File: config.mk
export PLATFORM = sky130hd
export DESIGN_NAME = wb_stage
export DESIGN_NICKNAME = d
export VERILOG_FILES = /design/src/rtl/wb_pkg.sv /design/src/rtl/wb_queue.sv /design/src/rtl/wb_stage.sv
export SDC_FILE = /design/constraint.sdc
export NUM_CORES = 1
export LEC_CHECK = 0
export BUFFER_PORTS_ARGS = -buffer_cell sky130_fd_sc_hd__buf_2
export CORE_ASPECT_RATIO = 0.9
export CORE_MARGIN = 1
export CORE_UTILIZATION = 33
export DETAILED_ROUTE_END_ITERATION = 8
export GPL_ROUTABILITY_DRIVEN = 0
export HOLD_SLACK_MARGIN = 0.03
export SLEW_MARGIN = 25
export SYNTH_ARGS = -nofsm -noshare
export SYNTH_HDL_FRONTEND = slang
export SYNTH_SLANG_ARGS = --single-unit
File: constraint.sdc
create_clock -name clk -period 4.2 [get_ports clk]
set_clock_uncertainty 0.2 [all_clocks]
set_input_delay 0.84 -clock clk [delete_from_list [all_inputs] [get_ports clk]]
set_output_delay 0.84 -clock clk [all_outputs]
set_load 0.01 [all_outputs]
File: src/rtl/wb_pkg.sv
`default_nettype none
// ============================================================================
//  Module   : wb_pkg
//  Brief    : ER word field layout, entry types and packing helper for wb_stage
//  Revision : 1.0
// ============================================================================
package wb_pkg;

    localparam int ER_D_BITS = 16;
    localparam int ER_A_BITS = 3;

    localparam int WE_BIT    = 0;
    localparam int DEST_LSB  = 1;
    localparam int VAL_LSB   = DEST_LSB + ER_A_BITS;

    typedef struct packed {
        logic [ER_D_BITS-1:0] value;
        logic [ER_A_BITS-1:0] dest;
        logic                 we;
    } er_t;

    typedef struct packed {
        logic [ER_A_BITS-1:0] dest;
        logic [ER_D_BITS-1:0] value;
    } wb_entry_t;

    // Value field position for a non-default address width.
    function automatic int val_lsb(input int a_bits);
        return DEST_LSB + a_bits;
    endfunction

    function automatic er_t er_pack(input logic [ER_D_BITS-1:0] value,
                                    input logic [ER_A_BITS-1:0] dest,
                                    input logic                 we);
        er_t e;
        e.value = value;
        e.dest  = dest;
        e.we    = we;
        return e;
    endfunction

endpackage
`default_nettype wire

File: src/rtl/wb_queue.sv
`default_nettype none
// ============================================================================
//  Module   : wb_queue
//  Brief    : In-order circular writeback buffer with pending mask and
//             youngest-match forwarding lookup over the live entries
//  Revision : 1.0
// ============================================================================
module wb_queue #(
    parameter int D_BITS = 16,
    parameter int A_BITS = 3,
    parameter int DEPTH  = 2
) (
    input  logic                   clk,
    input  logic                   rst_n,
    input  logic                   push,
    input  logic [A_BITS-1:0]      push_dest,
    input  logic [D_BITS-1:0]      push_value,
    input  logic                   pop,
    output logic                   not_empty,
    output logic                   not_full,
    output logic [A_BITS-1:0]      head_dest,
    output logic [D_BITS-1:0]      head_value,
    output logic [(2**A_BITS)-1:0] pending,
    input  logic [A_BITS-1:0]      fwd_addr,
    output logic                   fwd_hit,
    output logic [D_BITS-1:0]      fwd_value
);
    import wb_pkg::*;

    localparam int PW = (DEPTH > 1) ? $clog2(DEPTH) : 1;
    localparam int CW = $clog2(DEPTH + 1);

    logic [PW-1:0]     r_rd_ptr;
    logic [PW-1:0]     r_wr_ptr;
    logic [CW-1:0]     r_count;
    logic [A_BITS-1:0] r_dest  [DEPTH];
    logic [D_BITS-1:0] r_value [DEPTH];

    logic [PW-1:0]     w_age_idx [DEPTH];
    logic [DEPTH-1:0]  w_live;

    // Modulo-DEPTH add; DEPTH need not be a power of two.
    function automatic logic [PW-1:0] add_mod(input logic [PW-1:0] base,
                                              input logic [PW-1:0] off);
        logic [PW:0] s;
        s = {1'b0, base} + {1'b0, off};
        if (s >= (PW+1)'(DEPTH))
            s = s - (PW+1)'(DEPTH);
        return s[PW-1:0];
    endfunction

    always_ff @(posedge clk) begin
        if (!rst_n) begin
            r_rd_ptr <= '0;
            r_wr_ptr <= '0;
            r_count  <= '0;
        end else begin
            if (push)
                r_wr_ptr <= add_mod(r_wr_ptr, PW'(1));
            if (pop)
                r_rd_ptr <= add_mod(r_rd_ptr, PW'(1));
            if (push && !pop)
                r_count <= r_count + CW'(1);
            else if (!push && pop)
                r_count <= r_count - CW'(1);
        end
    end

    always_ff @(posedge clk) begin
        if (push) begin
            r_dest[r_wr_ptr]  <= push_dest;
            r_value[r_wr_ptr] <= push_value;
        end
    end

    // Slot k holds the k-th oldest entry; live when within the occupancy.
    generate
        for (genvar k = 0; k < DEPTH; k++) begin : g_age
            assign w_age_idx[k] = add_mod(r_rd_ptr, PW'(k));
            assign w_live[k]    = (CW'(k) < r_count);
        end
    endgenerate

    always_comb begin
        pending   = '0;
        fwd_hit   = 1'b0;
        fwd_value = '0;
        // Oldest to youngest, so the last match is the youngest.
        for (int k = 0; k < DEPTH; k++) begin
            if (w_live[k]) begin
                pending[r_dest[w_age_idx[k]]] = 1'b1;
                if (r_dest[w_age_idx[k]] == fwd_addr) begin
                    fwd_hit   = 1'b1;
                    fwd_value = r_value[w_age_idx[k]];
                end
            end
        end
    end

    assign not_empty  = (r_count != '0);
    assign not_full   = (r_count < CW'(DEPTH));
    assign head_dest  = r_dest[r_rd_ptr];
    assign head_value = r_value[r_rd_ptr];

endmodule
`default_nettype wire

File: src/rtl/wb_stage.sv
`default_nettype none
// ============================================================================
//  Module   : wb_stage
//  Brief    : Writeback stage: ER handshake, drop filter, queued register-file
//             writes, pending mask, forwarding lookup and commit counter
//  Revision : 1.0
// ============================================================================
module wb_stage #(
    parameter int D_BITS   = 16,
    parameter int A_BITS   = 3,
    parameter int DEPTH    = 2,
    parameter int ZERO_REG = 0,
    parameter int CNT_BITS = 16
) (
    input  logic                     clk,
    input  logic                     rst_n,
    input  logic                     er_valid,
    output logic                     er_ready,
    input  logic [D_BITS+A_BITS:0]   er_data,
    output logic                     rf_we,
    output logic [A_BITS-1:0]        rf_addr,
    output logic [D_BITS-1:0]        rf_wdata,
    input  logic                     rf_ready,
    output logic [(2**A_BITS)-1:0]   pending,
    input  logic [A_BITS-1:0]        fwd_addr,
    output logic                     fwd_hit,
    output logic [D_BITS-1:0]        fwd_value,
    output logic [CNT_BITS-1:0]      wb_count
);
    import wb_pkg::*;

    localparam int C_VAL_LSB = val_lsb(A_BITS);

    logic                w_we;
    logic [A_BITS-1:0]   w_dest;
    logic [D_BITS-1:0]   w_value;
    logic                w_pop;
    logic                w_accept;
    logic                w_keep;
    logic                w_push;
    logic                w_not_empty;
    logic                w_not_full;
    logic [CNT_BITS-1:0] r_wb_count;

    assign w_we    = er_data[WE_BIT];
    assign w_dest  = er_data[DEST_LSB +: A_BITS];
    assign w_value = er_data[C_VAL_LSB +: D_BITS];

    // A full queue still accepts when the head drains in the same cycle.
    assign w_pop    = rf_we & rf_ready;
    assign er_ready = w_not_full | w_pop;
    assign w_accept = er_valid & er_ready;

    assign w_keep = w_we & ~((ZERO_REG != 0) && (w_dest == '0));
    assign w_push = w_accept & w_keep;

    wb_queue #(
        .D_BITS (D_BITS),
        .A_BITS (A_BITS),
        .DEPTH  (DEPTH)
    ) u_queue (
        .clk        (clk),
        .rst_n      (rst_n),
        .push       (w_push),
        .push_dest  (w_dest),
        .push_value (w_value),
        .pop        (w_pop),
        .not_empty  (w_not_empty),
        .not_full   (w_not_full),
        .head_dest  (rf_addr),
        .head_value (rf_wdata),
        .pending    (pending),
        .fwd_addr   (fwd_addr),
        .fwd_hit    (fwd_hit),
        .fwd_value  (fwd_value)
    );

    assign rf_we = w_not_empty;

    always_ff @(posedge clk) begin
        if (!rst_n)
            r_wb_count <= '0;
        else if (w_pop)
            r_wb_count <= r_wb_count + CNT_BITS'(1);
    end

    assign wb_count = r_wb_count;

endmodule
`default_nettype wire

== Yosys cells after proc, flatten, opt, wreduce, memory -nomap -nowiden ==
Memory sizes are Yosys's and may differ from the RTL's. A register that Yosys moved wholly into a read port is not among the register bits.
Cells that the tools add are included.
Cells by class
  divide/modulo/power cells: 0
  multiply operators: 0
  bitwise operators: 5
  reduce and logical (&&, ||, !) cells: 8
  equality and inequality tests: 2
  $add $sub $neg: 8
  mux-type cells: 25
  magnitude comparators: 10
  shift-type cells: 0
Operator list (count)
  16-bit 2-to-1 mux: 4
  16-bit by 1-bit adder with 16-bit output, second input constant: 1
  8-bit 2-to-1 mux: 2
  1-bit 2-to-1 mux: 15
  3-bit by 4-bit less-than comparator with 1-bit output, second input constant: 2
  8-bit OR: 1
  1-bit demux with 3-bit select: 2
  3-bit == test: 2
  3-bit by 1-bit greater-or-equal comparator with 1-bit output, second input constant: 2
  1-bit by 1-bit adder with 2-bit output, second input constant: 2
  2-bit greater-or-equal comparator, second input constant: 2
  1-bit logical AND: 4
  1-bit by 2-bit less-than comparator with 1-bit output, first input constant: 2
  2-bit 2-to-1 mux: 2
  2-bit nonzero test: 2
  1-bit AND: 3
  1-bit subtractor, second input constant: 3
  2-bit by 1-bit adder with 2-bit output, second input constant: 1
  1-bit by 2-bit greater-or-equal comparator with 1-bit output, second input constant: 1
  1-bit zero test: 2
  2-bit less-than comparator, second input constant: 1
  2-bit by 1-bit subtractor with 2-bit output, second input constant: 1
  1-bit OR: 1
Word-level totals
  bits in read-only memories: 0
  bits in latches: 0
  memories kept: 2
  bits of input ports: 27
  RAM bits: 38
  register bits: 20
  output and inout port bits: 62
Memory list
  u_queue.r_value: depth 2, bits a word 16, read ports 3, clocked after memory_dff 1, write ports 1, RTL line wb_queue.sv:37  | logic [D_BITS-1:0] r_value [DEPTH];
  u_queue.r_dest: depth 2, bits a word 3, read ports 3, clocked after memory_dff 1, write ports 1, RTL line wb_queue.sv:36  | logic [A_BITS-1:0] r_dest [DEPTH];

== Depth between registers and ports, before layout ==
An unclocked memory read counts as a cell.
  depth in word-level cells: 10
  depth in mapped cells: 10
  mapped depth without buffers: 9

== Cells and area by module ==
From an unflattened synthesis, not the netlist that was laid out.
Second synthesis, totals
  cell total of the unflattened synthesis: 232
  area, all modules: 2851.5 sq um
Modules (own cells, without submodules)
  wb_queue: times used 1, cells an instance 148, seq. area each 1241.2 sq um, area each 2102.0 sq um
  wb_stage: times used 1, cells an instance 84, seq. area each 320.3 sq um, area each 749.5 sq um

== Worst setup path before layout ==
No wires, ideal clock.
  kind: input port to flip-flop
  start: input rf_ready
  end: memory u_queue.r_dest[0][0] (enable)
  buffers on the path: 1
  arrival time: 2.304 ns
  path slack: 1.299 ns
  cell stages on the path: 4
  library setup time: 0.397 ns
  required time: 3.603 ns
  cell sequence: nand2b_1 clkbuf_1 a21oi_1 nor2b_1
On the way
  longest elaborated chain between the ends: 6
RTL lines
  from (decl): RTL line wb_stage.sv:23  | input logic rf_ready,
  1-bit AND: RTL line wb_stage.sv:50  | assign w_pop = rf_we & rf_ready;
  1-bit OR: RTL line wb_stage.sv:51  | assign er_ready = w_not_full | w_pop;
  1-bit AND: RTL line wb_stage.sv:52  | assign w_accept = er_valid & er_ready;
  1-bit AND: RTL line wb_stage.sv:55  | assign w_push = w_accept & w_keep;
  1-bit 2-to-1 mux: RTL line wb_queue.sv:70  | if (push) begin
  1-bit 2-to-1 mux (implied by the code): RTL line wb_queue.sv:71  | r_dest[r_wr_ptr] <= push_dest;
  to (decl): RTL line wb_queue.sv:36
Every way passes these cells.

==> results.sh <==
export IMPL_setup_viol=0
export IMPL_grt_remaining_overflow=0
export IMPL_start_kind="register"
export IMPL_insertion_delay_ns=0.32
export IMPL_die_area_sq_mm=0.0100
export IMPL_cp_end_kind="output pin"
export IMPL_firstDrtPassIters=4
export IMPL_io_pins=89
export IMPL_synth_top_cell_area_share_pct=35.9
export IMPL_worst_ir_drop_vdd_v=0.000180
export IMPL_syn_area_sq_mm=0.00318
export IMPL_maxCapViolations=0
export IMPL_pre_cts_ws_ns=0.674
export IMPL_antenna_found_initial=0
export IMPL_port_buffers=88
export IMPL_placed_area_sq_mm=0.00374
export IMPL_fin_nets=398
export IMPL_async_flop_share_pct=0
export IMPL_n_antenna_cell=0
export IMPL_report_final_slew_viol_count=0
export IMPL_rows=33
export IMPL_post_route_min_period_ns=3.81
export IMPL_dp_hpwl_um=5240
export IMPL_hold_depth=2
export IMPL_die_h_um=95.2
export IMPL_rr_startpoint="u_queue.r_count[1]"
export IMPL_synth_edf_count=38
export IMPL_worst_pin_slew_ns=0.888
export IMPL_start_util_pct=34.4
export IMPL_fmax_mhz=262
export IMPL_synthFlopType="edfxtp_1"
export IMPL_postCtsHoldBufs=0
export IMPL_critPathMaxStageDelay_ns=0.70
export IMPL_p_leak_nw=1.50
export IMPL_rsz0062_at_grt="false"
export IMPL_required_ns=3.16
export IMPL_crit_chain="mux2i_1, inv_2, xnor2_2, nand4b_1, mux2i_1, buf_2"
export IMPL_crit_top_cell="mux2i_1"
export IMPL_synthCells=277
export IMPL_min_to="wb_count[15]"
export IMPL_cts_clk_slew_worst_paths_ns=0.07
export IMPL_syn_area_per_cell_sq_um=11.5
export IMPL_drt_iter0_drc=137
export IMPL_vias=2454
export IMPL_clock_root_buffer="clkbuf_8"
export IMPL_core_area_sq_mm=0.00925
export IMPL_grt_pass1_wl_um=11400
export IMPL_synth_net_count=308
export IMPL_crit_slowest_cell="xnor2_2"
export IMPL_via_per_inst=4.98
export IMPL_fillers=923
export IMPL_drcViolationCount=0
export IMPL_numCtsBuffers=9
export IMPL_drt_total_wl_um=7360
export IMPL_drive_above_1_share_pct=36.1
export IMPL_reg2reg_slack_ns=1.70
export IMPL_yosys_register_bits=59
export IMPL_post_cts_resized=0
export IMPL_total_power_mw=1.96
export IMPL_clock_sinks=59
export IMPL_synth_distinct_cells=42
export IMPL_syn_to_final_growth_pct=22.1
export IMPL_synth_yosys_seq_area_share_pct=49.1
export IMPL_finalHoldViolations=0
export IMPL_crit_type="register to output pin"
export IMPL_grt_usage_pct=14.9
export IMPL_final_setup_worst_slack_ns=0.390
export IMPL_cts_htree_levels=3
export IMPL_ant_nets=0
export IMPL_wl_per_cell_um=14.9
export IMPL_fin_tns_setup_ns=0
export IMPL_status="completed"
export IMPL_post_cts_buffers=0
export IMPL_grt_start_max_net_pins=22
export IMPL_design_area_sq_mm=0.00388
export IMPL_r2r_end="u_queue.r_value[0][6]"
export IMPL_first_global_vias=2283
export IMPL_cp_arrival_ns=2.77
export IMPL_final_common_cell="buf_2"
export IMPL_layout_common_cells="buf_2 (88), edfxtp_1 (38), mux2i_1 (36), nand2_1 (30), dfxtp_1 (21)"
export IMPL_clockBufferDepth=2
export IMPL_ys_warnings_count=0
export IMPL_slew_headroom_pct=40.5
export IMPL_power_density_mw_per_mm2=504
export IMPL_hold_start="wb_count[15]"
export IMPL_synth_area_top_cells="edfxtp_1 (36%), dfxtp_1 (13%), mux2i_1 (11%)"
export IMPL_reg2reg_depth=6
export IMPL_hold_path_class="register to register"
export IMPL_fp_dieW_um=106
export IMPL_crit_fanout=17
export IMPL_post_route_period_util_pct=90.7
export IMPL_synth_area_leader_cell="edfxtp_1"
export IMPL_cts_tree="built"
[state kept, by name, summed over array words and instances, names as in the netlist, named ones only]
register,cells
u_queue.r_wr_ptr,1
u_queue.r_count,2
u_queue.r_dest,6
u_queue.r_rd_ptr,1
u_queue.r_value,32
wb_count,16
[worst max-delay path by stage]
| stage | from | to | cells after the start |
|---|---|---|---|
| final | register | fwd_value[10] | 6 |
| after global routing | register | fwd_value[5] | 6 |
| after CTS | register | fwd_value[10] | 6 |
| after detailed placement | register | fwd_value[10] | 6 |
| after global placement | register | fwd_value[5] | 6 |
| after floorplan | rf_ready | u_queue.r_dest[0][0] | 4 |
[power breakdown]
part	switching, mW	total, mW	internal [mW]
logic	0.462	0.807	0.345
registers	0.0649	0.742	0.677
clock network	0.206	0.409	0.203
total	0.733	1.96	1.22
[cell type report]
class / instances / area (sq um) / area share, %
sequential: 59 / 1560 / 40.2
multi-input combinational: 195 / 1510 / 38.9
clock inverter: 5 / 21.3 / 0.548
clock buffer: 10 / 128 / 3.29
tap: 122 / 153 / 3.93
inverter: 9 / 33.8 / 0.870
timing repair buffer: 93 / 478 / 12.3
[cell families (layout without fill, tap and decap cells)]
logic type	count (synthesis)	after routing	synth area share, %
flops	59	59	49.1
simple gates	97	97	17.1
xor+xnor	22	22	6.76
buf+inv	23	117	3.81
compound gates	17	17	3.15
mux	55	55	18.6
fa+ha+maj	4	4	1.57
[stage by stage]
stage                     utilization (%)  std cells  hold slack, ns
final                                42.0        493           0.303
after global routing                 42.0        493           0.343
after CTS                            42.0        493           0.306
after detailed placement             40.4        478           0.291
after global placement               40.4        478           0.277
after floorplan                         -        277           0.298
[cell usage after synthesis (all sizes together), types with 2 or more instances]
cell type,n
inv,9
xnor2,14
clkbuf,4
mux2i,39
nand2,30
nor4,5
edfxtp,38
nor2,20
or3,3
o21ai,3
ha,4
nand3,4
nor3,2
nand2b,3
or2,2
o22ai,8
xor2,8
nand4,4
nand4b,18
a21oi,5
mux2,16
dfxtp,21
buf,10
[worst max-delay path, delay by kind of cell, from the launching register on]
kind | cells | cell delay, ns
XOR/XNOR | 1 | 0.70
buffers and inverters | 2 | 0.26
flip-flops | 1 | 0.69
multiplexers | 2 | 0.60
AND/OR/NAND/NOR | 1 | 0.19
[layer usage]
layer | vias to the layer above | track usage (%) | share of wire, % | routed length, um
met1 | 1171 | 18.9 | 45 | 3350
met3 | 4 | 4.31 | 6.2 | 457
met4 | 0 | 4.51 | 0.62 | 46
met5 | - | 0 | 0 | 0
li1 | 1193 | - | - | -
met2 | 86 | 24.6 | 48 | 3510
Note: power is estimated with default switching activity, not from simulation.
